[config.mk]
export PLATFORM = sky130hd
export DESIGN_NAME = ysyx_23060096_ifu
export DESIGN_NICKNAME = d
export VERILOG_FILES = /design/src/rtl/ysyx_23060096_ifu_pkg.sv /design/src/rtl/ysyx_23060096_ifu.sv
export SDC_FILE = /design/constraint.sdc
export NUM_CORES = 1
export LEC_CHECK = 0
export ABC_CLOCK_PERIOD_IN_PS = 2200
export CAP_MARGIN = 20
export CORE_MARGIN = 5
export CORE_UTILIZATION = 40
export CTS_CLUSTER_DIAMETER = 200
export DETAILED_ROUTE_END_ITERATION = 6
export GPL_ROUTABILITY_DRIVEN = 0
export GPL_TIMING_DRIVEN = 0
export HOLD_SLACK_MARGIN = 0.05
export PLACE_DENSITY = 0.78
export SLEW_MARGIN = 20
export SYNTH_ARGS = -nofsm -noshare
export SYNTH_HDL_FRONTEND = slang
export SYNTH_SLANG_ARGS = --single-unit
[constraint.sdc]
create_clock -name clk -period 2.2 [get_ports clk]
set_clock_uncertainty 0.15 [all_clocks]
set_input_delay 0.22 -clock clk [delete_from_list [all_inputs] [get_ports clk]]
set_output_delay 0.22 -clock clk [all_outputs]
set_load 0.02 [all_outputs]
[src/rtl/ysyx_23060096_ifu_pkg.sv]
// Shared fetch-unit types and constants: state encoding, reset PC, fault NOP.
package ysyx_23060096_ifu_pkg;

  localparam int XLEN = 32;

  localparam logic [XLEN-1:0] IFU_RESET_PC = 32'h8000_0000;
  localparam logic [XLEN-1:0] IFU_NOP_INST = 32'h0000_0013;

  typedef enum logic [1:0] {
    S_REQ   = 2'd0,
    S_WAIT  = 2'd1,
    S_OUT   = 2'd2,
    S_DRAIN = 2'd3
  } fetch_state_e;

  function automatic logic is_misaligned(input logic [XLEN-1:0] addr);
    return addr[1:0] != 2'b00;
  endfunction

endpackage

[src/rtl/ysyx_23060096_ifu.sv]
// Instruction fetch: one outstanding imem request, if_valid two cycles after a zero-wait handshake.
// Decode backpressure holds the instruction in S_OUT; redirects abandon in-flight work via S_DRAIN.
module ysyx_23060096_ifu
  import ysyx_23060096_ifu_pkg::*;
#(
  parameter logic [XLEN-1:0] RESET_PC = IFU_RESET_PC,
  parameter logic [XLEN-1:0] NOP_INST = IFU_NOP_INST
) (
  input  logic            clk,
  input  logic            rst_n,
  output logic            imem_req_valid,
  input  logic            imem_req_ready,
  output logic [XLEN-1:0] imem_req_addr,
  input  logic            imem_resp_valid,
  input  logic [XLEN-1:0] imem_resp_data,
  input  logic            imem_resp_err,
  output logic            if_valid,
  input  logic            if_ready,
  output logic [XLEN-1:0] if_inst,
  output logic [XLEN-1:0] if_pc,
  output logic            if_fault,
  input  logic            redirect_valid,
  input  logic [XLEN-1:0] redirect_pc
);

  fetch_state_e    state_q, state_d;
  logic [XLEN-1:0] pc_q, pc_d;
  logic [XLEN-1:0] inst_q, inst_d;
  logic [XLEN-1:0] ipc_q, ipc_d;
  logic            fault_q, fault_d;
  logic            mis_pend_q, mis_pend_d;
  logic            req_hs;
  logic            resp_outstanding;

  always_ff @(posedge clk or negedge rst_n) begin
    if (!rst_n) begin
      state_q    <= S_REQ;
      pc_q       <= RESET_PC;
      inst_q     <= '0;
      ipc_q      <= '0;
      fault_q    <= 1'b0;
      mis_pend_q <= 1'b0;
    end else begin
      state_q    <= state_d;
      pc_q       <= pc_d;
      inst_q     <= inst_d;
      ipc_q      <= ipc_d;
      fault_q    <= fault_d;
      mis_pend_q <= mis_pend_d;
    end
  end

  assign req_hs = (state_q == S_REQ) && imem_req_ready;

  // A response is still owed after this cycle unless it arrives right now.
  assign resp_outstanding = req_hs ||
                            (((state_q == S_WAIT) || (state_q == S_DRAIN)) && !imem_resp_valid);

  always_comb begin
    state_d    = state_q;
    pc_d       = pc_q;
    inst_d     = inst_q;
    ipc_d      = ipc_q;
    fault_d    = fault_q;
    mis_pend_d = mis_pend_q;
    if (redirect_valid) begin
      pc_d       = redirect_pc;
      mis_pend_d = is_misaligned(redirect_pc) && resp_outstanding;
      if (resp_outstanding) begin
        state_d = S_DRAIN;
      end else if (is_misaligned(redirect_pc)) begin
        state_d = S_OUT;
        inst_d  = NOP_INST;
        ipc_d   = redirect_pc;
        fault_d = 1'b1;
      end else begin
        // Includes S_DRAIN whose pending response lands this cycle: nothing left to wait for.
        state_d = S_REQ;
      end
    end else begin
      unique case (state_q)
        S_REQ: begin
          if (imem_req_ready) state_d = S_WAIT;
        end
        S_WAIT: begin
          if (imem_resp_valid) begin
            state_d = S_OUT;
            inst_d  = imem_resp_err ? NOP_INST : imem_resp_data;
            ipc_d   = pc_q;
            fault_d = imem_resp_err;
          end
        end
        S_OUT: begin
          if (if_ready) begin
            state_d = S_REQ;
            pc_d    = pc_q + 32'd4;
          end
        end
        S_DRAIN: begin
          if (imem_resp_valid) begin
            mis_pend_d = 1'b0;
            if (mis_pend_q) begin
              state_d = S_OUT;
              inst_d  = NOP_INST;
              ipc_d   = pc_q;
              fault_d = 1'b1;
            end else begin
              state_d = S_REQ;
            end
          end
        end
        default: state_d = S_REQ;
      endcase
    end
  end

  always_comb begin
    imem_req_valid = rst_n && (state_q == S_REQ);
    if_valid       = (state_q == S_OUT);
  end

  assign imem_req_addr = pc_q;
  assign if_inst       = inst_q;
  assign if_pc         = ipc_q;
  assign if_fault      = fault_q;

endmodule
==> flow_summary.toml, run 1 <==
[sta]
final_hold_viol_count = 0
timing.fmax_ghz = 0.479
setup_viol = 0
layout_min_cycle_time_ps = 2090
slew_headroom_pct = 60.9
post-route-period-util_pct = 94.9
drv_slew = 0
rsz0062_at_grt = "no"
tightest_slew_ps = 581

[synth]
synth_cell_types = 57
syn_area_um2 = 4650
synthCells = 432
synth_edf_count = 0
synth_seq_cells = 100
synth.net_count = 504
synth_async_sr_flop_share_pct = 100
ys_warn_count = 0
syn_avg_cell_area_um2 = 10.8
synthFlopType = "dfrtp_1"
yosysSeqAreaShare_pct = 53.8

[detailed_routing]
wl_met3_um = 1260
routed.top_layer = "met4"
via_per_inst = 5.41
ant_nets = 0
wl_um = 14200
routedWlPerCell_um = 18.7
drcViolationCount = 0
wl_met1_um = 5660
drt_iter0_drc = 169
num_vias = 4114
drt_pass1_iterations = 4
dr_wl_met2_um = 6910

[critical_path]
cp-startpoint = "state_q[0]"
r2r_setup_slack_ps = 110
regToRegEndpoint = "imem_req_addr[27]"
startpoint_type = "flip-flop"
crit_arrival_ps = 2220
crit_type = "flip-flop to flip-flop"
endpoint_kind = "flip-flop"
reg2reg_depth = 6
critPathRequiredTime_ps = 2330
r2r_start = "state_q[0]"
cp_max_fo = 10
endpoint = "imem_req_addr[27]"

[power_and_ir_drop]
switchingPower_uw = 1740
p_per_area_nw_per_um2 = 804
leakage_uw = 0.00283
power_frac_comb_pct = 29.7
power.clock.fraction_pct = 28.7
seq_power_share_pct = 41.7
p_int_uw = 3820
p_sw_share_pct = 31.3
ir_drop_mv = 0.391

[layout]
fin_util_pct = 60.5
fillers = 1002
final_nets = 686
area_delta_synth_final_pct = 48.5
drive_above_1_share_pct = 10.5
antenna-diode-count = 0
fin_area_um2 = 6910

[cts]
root_buffer = "clkbuf_16"
h-tree-depth = 3
cts_max_path_buffers = 2
cts_buffers = 9
cts_tree = "yes"
clkSinkCount = 100
clk_latency_ps = 350
clk_pin_slew_ps = 70

[floorplanning]
rows = 39
dieArea_um2 = 13900
die_w_um = 118
coreArea_um2 = 11400
fp.dieH_um = 118
ios = 170
start_util_pct = 40.8

[global_route]
track_usage_pct = 20.7
grt_max_degree = 55
antenna_found_initial = 0
globalRoute.totalOverflow = 0
grt_pass1_wl_um = 23500
grt_pass1_vias = 4545

[place]
hpwl_um = 10700
placed_area_um2 = 6540
port_buffers = 168

[outcome]
status = "finished, final reports clean"

[worst_hold_path]
hp-class = "input pin to flip-flop"

[flow_run]
drv_cap = 0
==> layout by cell type (no fill, tap or decap), types with 4 or more instances in the layout <==
cell	n
clkdlybuf4s50_1	166
dfrtp_1	96
nor2_1	45
a22o_1	30
nand2_1	29
nand2b_1	23
a31oi_1	19
o21ai_0	18
a21oi_1	15
clkbuf_1	12
xnor2_1	12
buf_2	10
nand3_1	9
nand4_1	9
clkbuf_16	9
nor2b_1	8
mux2i_1	8
mux2_2	5
o21ai_1	5
nor3_1	5
inv_1	4
nor4_2	4
nor4_4	4
xor2_1	4
==> synth_stat cells, drive strengths merged, types with 2 or more instances <==
cell	instances	area, µm²
nor3	7	40.0
nor2	45	169
xnor2	12	105
or2b	3	22.5
buf	17	98.8
and2	2	12.5
nor3b	2	15.0
o31ai	2	15.0
or2	2	12.5
nand4	10	77.6
dfrtp	99	2480
o21a	2	15.0
nand2	29	109
o22a	3	26.3
a22o	30	263
and3	3	18.8
mux2	6	67.6
or3	2	17.5
nor2b	8	50.1
nand2b	23	144
o21ai	23	115
a211oi	3	27.5
a31oi	19	119
a21oi	15	75.1
xor2	4	35.0
nand3	11	72.6
nor4	10	139
and4	3	31.3
mux2i	8	80.1
clkbuf	12	45.0
inv	4	15.0
==> metrics by stage <==
stage / total power (µW) / worst slack, ps / hold slack [ps] / setup TNS [ps] / std cells
2_1_floorplan: 3100 / 120 / -226 / 0 / 432
3_3_place_gp: 3950 / -3140 / 325 / -292440 / 743
3_5_place_dp: 3990 / -142 / 27.5 / -3650 / 744
4_1_cts: 5590 / 6.41 / 217 / 0 / 761
5_1_grt: 5820 / 6.92 / 249 / 0 / 761
6_report: 5560 / 111 / 212 / 0 / 761
==> per-layer routing <==
layer / global-route usage [%] / vias to the layer above
li1: - / 1924
met5: 0 / -
met3: 8.17 / 29
met2: 34.2 / 165
met4: 7.17 / 0
met1: 24.4 / 1996
==> registers in the layout, indices dropped and copies added, names as in the netlist <==
name           cells
if_fault           1
if_inst           32
mis_pend_q         1
imem_req_addr     32
if_pc             32
state_q            2
==> power groups by stage <==
stage                     clock network (µW)  registers, µW  logic, µW
after detailed placement                   0           2350       1650
final                                   1590           2320       1650
after global routing                    1690           2360       1770
after CTS                               1610           2320       1660
after floorplan                            0           2630        472
after global placement                     0           2340       1610
==> timing repair <==
item                                    CTS  global route
setup buffers                             0             0
endpoints found under the hold margin    46             0
endpoints found under the setup margin    0            39
hold buffers                              2             0
resized for setup                         0            12
==> critical path, stage by stage (launching register included) <==
cell and delay, ps:
dfrtp_1 350, buf_2 160, nand3b_4 240, or3_4 480, nor4_4 220, mux2_1 360
nand2_1 70
==> area by class of cell <==
| cell class | count | area (µm²) | share of cell area [%] |
|---|---|---|---|
| multi-input cells | 299 | 2010 | 29.1 |
| clock buffers | 11 | 243 | 3.51 |
| clock inverters | 4 | 50.0 | 0.724 |
| well taps | 143 | 179 | 2.59 |
| repair buffers | 171 | 1750 | 25.3 |
| inverters | 4 | 15.0 | 0.217 |
| plain buffers | 29 | 153 | 2.21 |
| flip-flops and latches | 100 | 2510 | 36.3 |
==> how the worst min path moves through the flow <==
stage,from,end,slack [ps],depth (start not counted)
after global routing,redirect_valid,imem_req_addr[17],250,4
after floorplan,rst_n,if_fault,-230,0
after CTS,redirect_valid,imem_req_addr[25],220,4
after global placement,if_pc[23],if_pc[23],320,1
after detailed placement,rst_n,if_inst[28],30,1
final,redirect_valid,imem_req_addr[25],210,4
==> cells by family after synthesis <==
logic type,Yosys count,share of synthesized area (%)
compound gates,105,15.5
xor+xnor,16,3.01
fa+ha+maj,1,0.269
buf+inv,33,3.41
flops,100,53.8
mux,14,3.17
simple gates,163,20.8
No activity file was read; power rests on OpenSTA's default activity.
==> inputs of run 2 (changes only) <==
- RECOVER_POWER: not set -> 25
- REMOVE_ABC_BUFFERS: not set -> 1
==> run 2 against run 1 <==
  * Core utilization grew 0.75 points
  * Clock power grew 3%
  * Final cell count fell by 1.1%
  * Global-route usage fell by 0.75 points
  * Die area unchanged
  * Sequential share of layout area shrank 0.46 points
  * Register-to-register slack got worse by 20 ps
  * Maximum frequency fell by 1.1%
  * Count of clock-buffer cells in the layout decreased by 1
  * Via count down 2.3%
  * Critical endpoint is now if_inst[14]
  * Largest power group unchanged
  * Highest routed layer unchanged
==> flow_summary.toml, run 2 (synthesized netlist as in run 1, its figures left out) <==
[place]
hpwl_um = 9680
port_buffers = 169

[global_route]
grt_pass1_vias = 4329
globalRoute.totalOverflow = 0
grt_pass1_wl_um = 22500
grt_max_degree = 59
track_usage_pct = 19.9
antenna_found_initial = 0

[layout]
area_delta_synth_final_pct = 50.3
antenna-diode-count = 0
fin_util_pct = 61.3
final_common_cell = "clkdlybuf4s50_1"
final_cell_mix = "166 x clkdlybuf4s50_1, 97 x dfrtp_1, 44 x nor2_1"
drive_above_1_share_pct = 11.3
final_nets = 677

[detailed_routing]
via_per_inst = 5.34
ant_nets = 0
drcViolationCount = 0
drt_iter0_drc = 200
wl_um = 13800
drt_pass1_iterations = 5
num_vias = 4018
routedWlPerCell_um = 18.3

[cts]
clk_pin_slew_ps = 70
h-tree-depth = 3
clkSinkCount = 100
cts_max_path_buffers = 2
clk_latency_ps = 350
cts_tree = "yes"
cts_buffers = 9
root_buffer = "clkbuf_16"

[critical_path]
crit_type = "flip-flop to flip-flop"
worstPathCellList = "nor2_1, a22o_2, nor2_1, nor2_4, buf_6, a22o_1"
endpoint_kind = "flip-flop"
critPathRequiredTime_ps = 2280
path_common_cell = "nor2_1"
path_buf_inv = 1
r2r_start = "state_q[1]"
startpoint_type = "flip-flop"
regToRegEndpoint = "if_inst[14]"
crit_arrival_ps = 2190
crit_slowest_cell = "dfrtp_1"
slowest_delay_ps = 560
reg2reg_depth = 6
cp_max_fo = 22
cpLargestDelayFamily = "compound AO/OA/AOI/OAI gates"
r2r_setup_slack_ps = 90

[sta]
slew_headroom_pct = 47.0
final_hold_viol_count = 0
tns_ps = 0
setup_viol = 0
rsz0062_at_grt = "no"
layout_min_cycle_time_ps = 2110
post-route-period-util_pct = 96.0
timing.fmax_ghz = 0.474
tightest_slew_ps = 796
drv_slew = 0

[worst_hold_path]
hold_path_depth = 3
whs_endpoint = "if_pc[15]"
hp-class = "input pin to flip-flop"
min_from = "redirect_valid"

[floorplanning]
die_w_um = 118
rows = 39
ios = 170
start_util_pct = 40.8
coreArea_um2 = 11400
dieArea_um2 = 13900
fp.dieH_um = 118

[outcome]
status = "finished, final reports clean"

[power_and_ir_drop]
p_per_area_nw_per_um2 = 806
ir_drop_mv = 0.429
leakage_uw = 0.00285

[flow_run]
drv_cap = 0
[run 2: cell count changes in the layout (fill, tap and decap cells not counted), moves of 2 or more]
cell             previous run  this run
clkdlybuf4s25_1             0         2
buf_4                       3         9
buf_2                      10         2
clkbuf_1                   12         1
buf_12                      0         2
[run 2: area by class of cell]
type / instances / area, µm²
Inverter: 4 / 15.0
Sequential cell: 100 / 2510
Fill cell: 916 / 4420
Clock inverter: 6 / 72.6
Clock buffer: 10 / 239
Multi-Input combinational cell: 300 / 2070
Timing Repair Buffer: 190 / 1920
Tap cell: 143 / 179
[run 2: tightest hold or removal path: stages]
cell and delay, ps:
buf_4 240, nand2_1 110, a31oi_1 70
[run 2: stage by stage]
step / std cells / hold slack (ps) / total power (µW) / cell area [µm²] / worst slack, ps
after floorplan: 403 / -226 / 3060 / 4510 / -1540
after detailed placement: 723 / 20.9 / 3990 / 6530 / -316
after global routing: 753 / 232 / 5930 / 7000 / 4.02
after global placement: 715 / 323 / 3920 / 6380 / -5470
final: 753 / 202 / 5640 / 7000 / 88.8
after CTS: 751 / 191 / 5710 / 7040 / 10.5
[run 2: worst max-delay path by stage]
stage | endpoint | slack [ps] | start | cells after the start
after floorplan | if_pc[0] | -1540 | state_q[1] | 4
after global placement | if_pc[0] | -5470 | redirect_valid | 4
after detailed placement | if_pc[30] | -320 | redirect_valid | 8
after CTS | imem_req_addr[28] | 10 | imem_req_addr[2] | 6
after global routing | imem_req_addr[27] | 4 | state_q[1] | 5
final | if_inst[14] | 90 | state_q[1] | 6
[run 2: power by group]
group	leakage, µW	internal, µW	total (µW)	switching [µW]
logic	0.00150	829	1660	834
clock network	0.000143	923	1640	721
registers	0.00121	2100	2330	226
[run 2: what timing repair did]
| item | in CTS | in global routing |
|---|---|---|
| setup endpoints to repair | 24 | 45 |
| hold buffers | 5 | 0 |
| cloned | 1 | 0 |
| resized for setup | 6 | 6 |
| pin swaps | 1 | 3 |
| hold endpoints to repair | 42 | 0 |
| setup buffers | 6 | 2 |
[run 2: layer usage]
layer,global-route usage (%),routed length [µm],up-vias
li1,-,-,1900
met1,23.7,5590,1963
met2,32.8,6650,141
met3,7.88,1310,14
met4,6.88,214,0
met5,0,0,-
==> inputs of run 3 (changes only) <==
- ABC_CLOCK_PERIOD_IN_PS: 2200 -> 2300
- clock period: 2.2 -> 2.3 ns (I/O delays scaled with it)
==> run 3 against run 2 <==
  * Register-to-register slack gained 20 ps
  * Worst hold slack improved by 8.0 ps
  * Setup slack got worse by 6.3 ps
==> flow_summary.toml, run 3 (synthesized netlist as in run 1, its figures left out) <==
[outcome]
status = "finished, final reports clean"

[detailed_routing]
via_per_inst = 5.37
drt_pass1_iterations = 4
routedWlPerCell_um = 18.3
wl_um = 13700
drcViolationCount = 0
num_vias = 4015
ant_nets = 0
drt_iter0_drc = 187

[global_route]
grt_pass1_wl_um = 21900
track_usage_pct = 19.3
grt_pass1_vias = 4210
globalRoute.totalOverflow = 0
grt_max_degree = 59
antenna_found_initial = 0

[cts]
cts_tree = "yes"
h-tree-depth = 3
clk_latency_ps = 340
cts_buffers = 9
root_buffer = "clkbuf_16"
clkSinkCount = 100
clk_pin_slew_ps = 70
cts_max_path_buffers = 2

[layout]
area_delta_synth_final_pct = 49.2
fillers = 933
final_cells = 748
fin_util_pct = 60.8
final_cell_mix = "167 x clkdlybuf4s50_1, 98 x dfrtp_1, 44 x nor2_1"
antenna-diode-count = 0
final_nets = 672
final_common_cell = "clkdlybuf4s50_1"
drive_above_1_share_pct = 10.6

[sta]
worst_slack_ps = 82.5
setup_viol = 0
final_hold_viol_count = 0
tns_ps = 0
tightest_slew_ps = 1280
drv_slew = 0
timing.fmax_ghz = 0.451
post-route-period-util_pct = 96.4
rsz0062_at_grt = "no"
slew_headroom_pct = 14.5
layout_min_cycle_time_ps = 2220

[floorplanning]
coreArea_um2 = 11400
die_w_um = 118
start_util_pct = 40.8
ios = 170
rows = 39
dieArea_um2 = 13900
fp.dieH_um = 118

[critical_path]
startpoint_type = "flip-flop"
endpoint_kind = "output port"
critPathRequiredTime_ps = 1920
crit_slowest_cell = "clkdlybuf4s50_1"
crit_arrival_ps = 1840
cp_max_fo = 9
worstPathCellList = "nor2_1, and2_1, clkdlybuf4s50_1"
path_buf_inv = 1
slowest_delay_ps = 630
crit_type = "flip-flop to output port"
cpLargestDelayFamily = "buffers and inverters"

[place]
hpwl_um = 9680
place_inst = 723
place_ws_ps = -226
port_buffers = 169

[worst_hold_path]
hp-class = "input pin to flip-flop"

[power_and_ir_drop]
p_per_area_nw_per_um2 = 775
report.power.total_uw = 5380
ir_drop_mv = 0.412
leakage_uw = 0.00281

[flow_run]
drv_cap = 0
[run 3: changes by cell type in the layout (fill, tap and decap cells not counted), sizes merged]
| cell | delta |
|---|---|
| clkbuf | -2 |
| clkdlybuf4s25 | -1 |
| clkdlybuf4s50 | +1 |
| dlymetal6s2s | -1 |
| buf | -2 |
[run 3: cell type report]
type	count	area, µm²	area share [%]
repair buffers	185	1890	27.2
clock inverters	6	72.6	1.04
multi-input cells	300	2050	29.5
flip-flops and latches	100	2500	36.1
well taps	143	179	2.58
inverters	4	15.0	0.216
clock buffers	10	239	3.44
[run 3: per-layer routing]
layer | wire, µm | vias up | track usage [%]
met5 | 0 | - | 0
met3 | 1360 | 14 | 8.07
met1 | 5470 | 1961 | 23.0
met4 | 194 | 0 | 6.16
met2 | 6670 | 144 | 31.8
li1 | - | 1896 | -
[run 3: path summary, 6_finish.rpt]
check,from,to,slack (ps),cells after the start
min in group asynchronous,rst_n,if_inst[29],780,4
setup reg to reg,imem_req_addr[2],imem_req_addr[28],110,6
setup / recovery,state_q[1],imem_req_valid,80,3
hold / removal,redirect_valid,imem_req_addr[27],210,3
max in group asynchronous,rst_n,if_pc[24],340,5
hold reg to reg,if_inst[14],if_inst[14],350,1
[run 3: worst register-to-register path: stages (launching register included)]
cell,delay (ps)
dfrtp_1,450
ha_1,190
and4b_2,340
nand3_2,200
nor4_2,390
xor2_1,100
mux2_2,260
[run 3: what timing repair did]
item | in CTS | in global routing
endpoints found under the setup margin | 7 | 25
buffers inserted | 0 | 3
pin swaps | 0 | 2
endpoints found under the hold margin | 42 | 0
gates resized for setup | 1 | 6
hold buffers | 5 | 0
gates cloned | 0 | 1
[run 3: per-stage QoR]
| stage | hold WS [ps] | area (µm²) |
|---|---|---|
| 2_1_floorplan | -216 | 4510 |
| 3_3_place_gp | 323 | 6380 |
| 3_5_place_dp | 30.9 | 6530 |
| 4_1_cts | 201 | 6950 |
| 5_1_grt | 242 | 6950 |
| 6_report | 210 | 6950 |
[run 3: report_power, final]
group / switching [µW] / leakage, µW / internal (µW)
clock network: 690 / 0.000143 / 883
logic: 796 / 0.00146 / 788
registers: 216 / 0.00121 / 2010
total: 1700 / 0.00281 / 3680
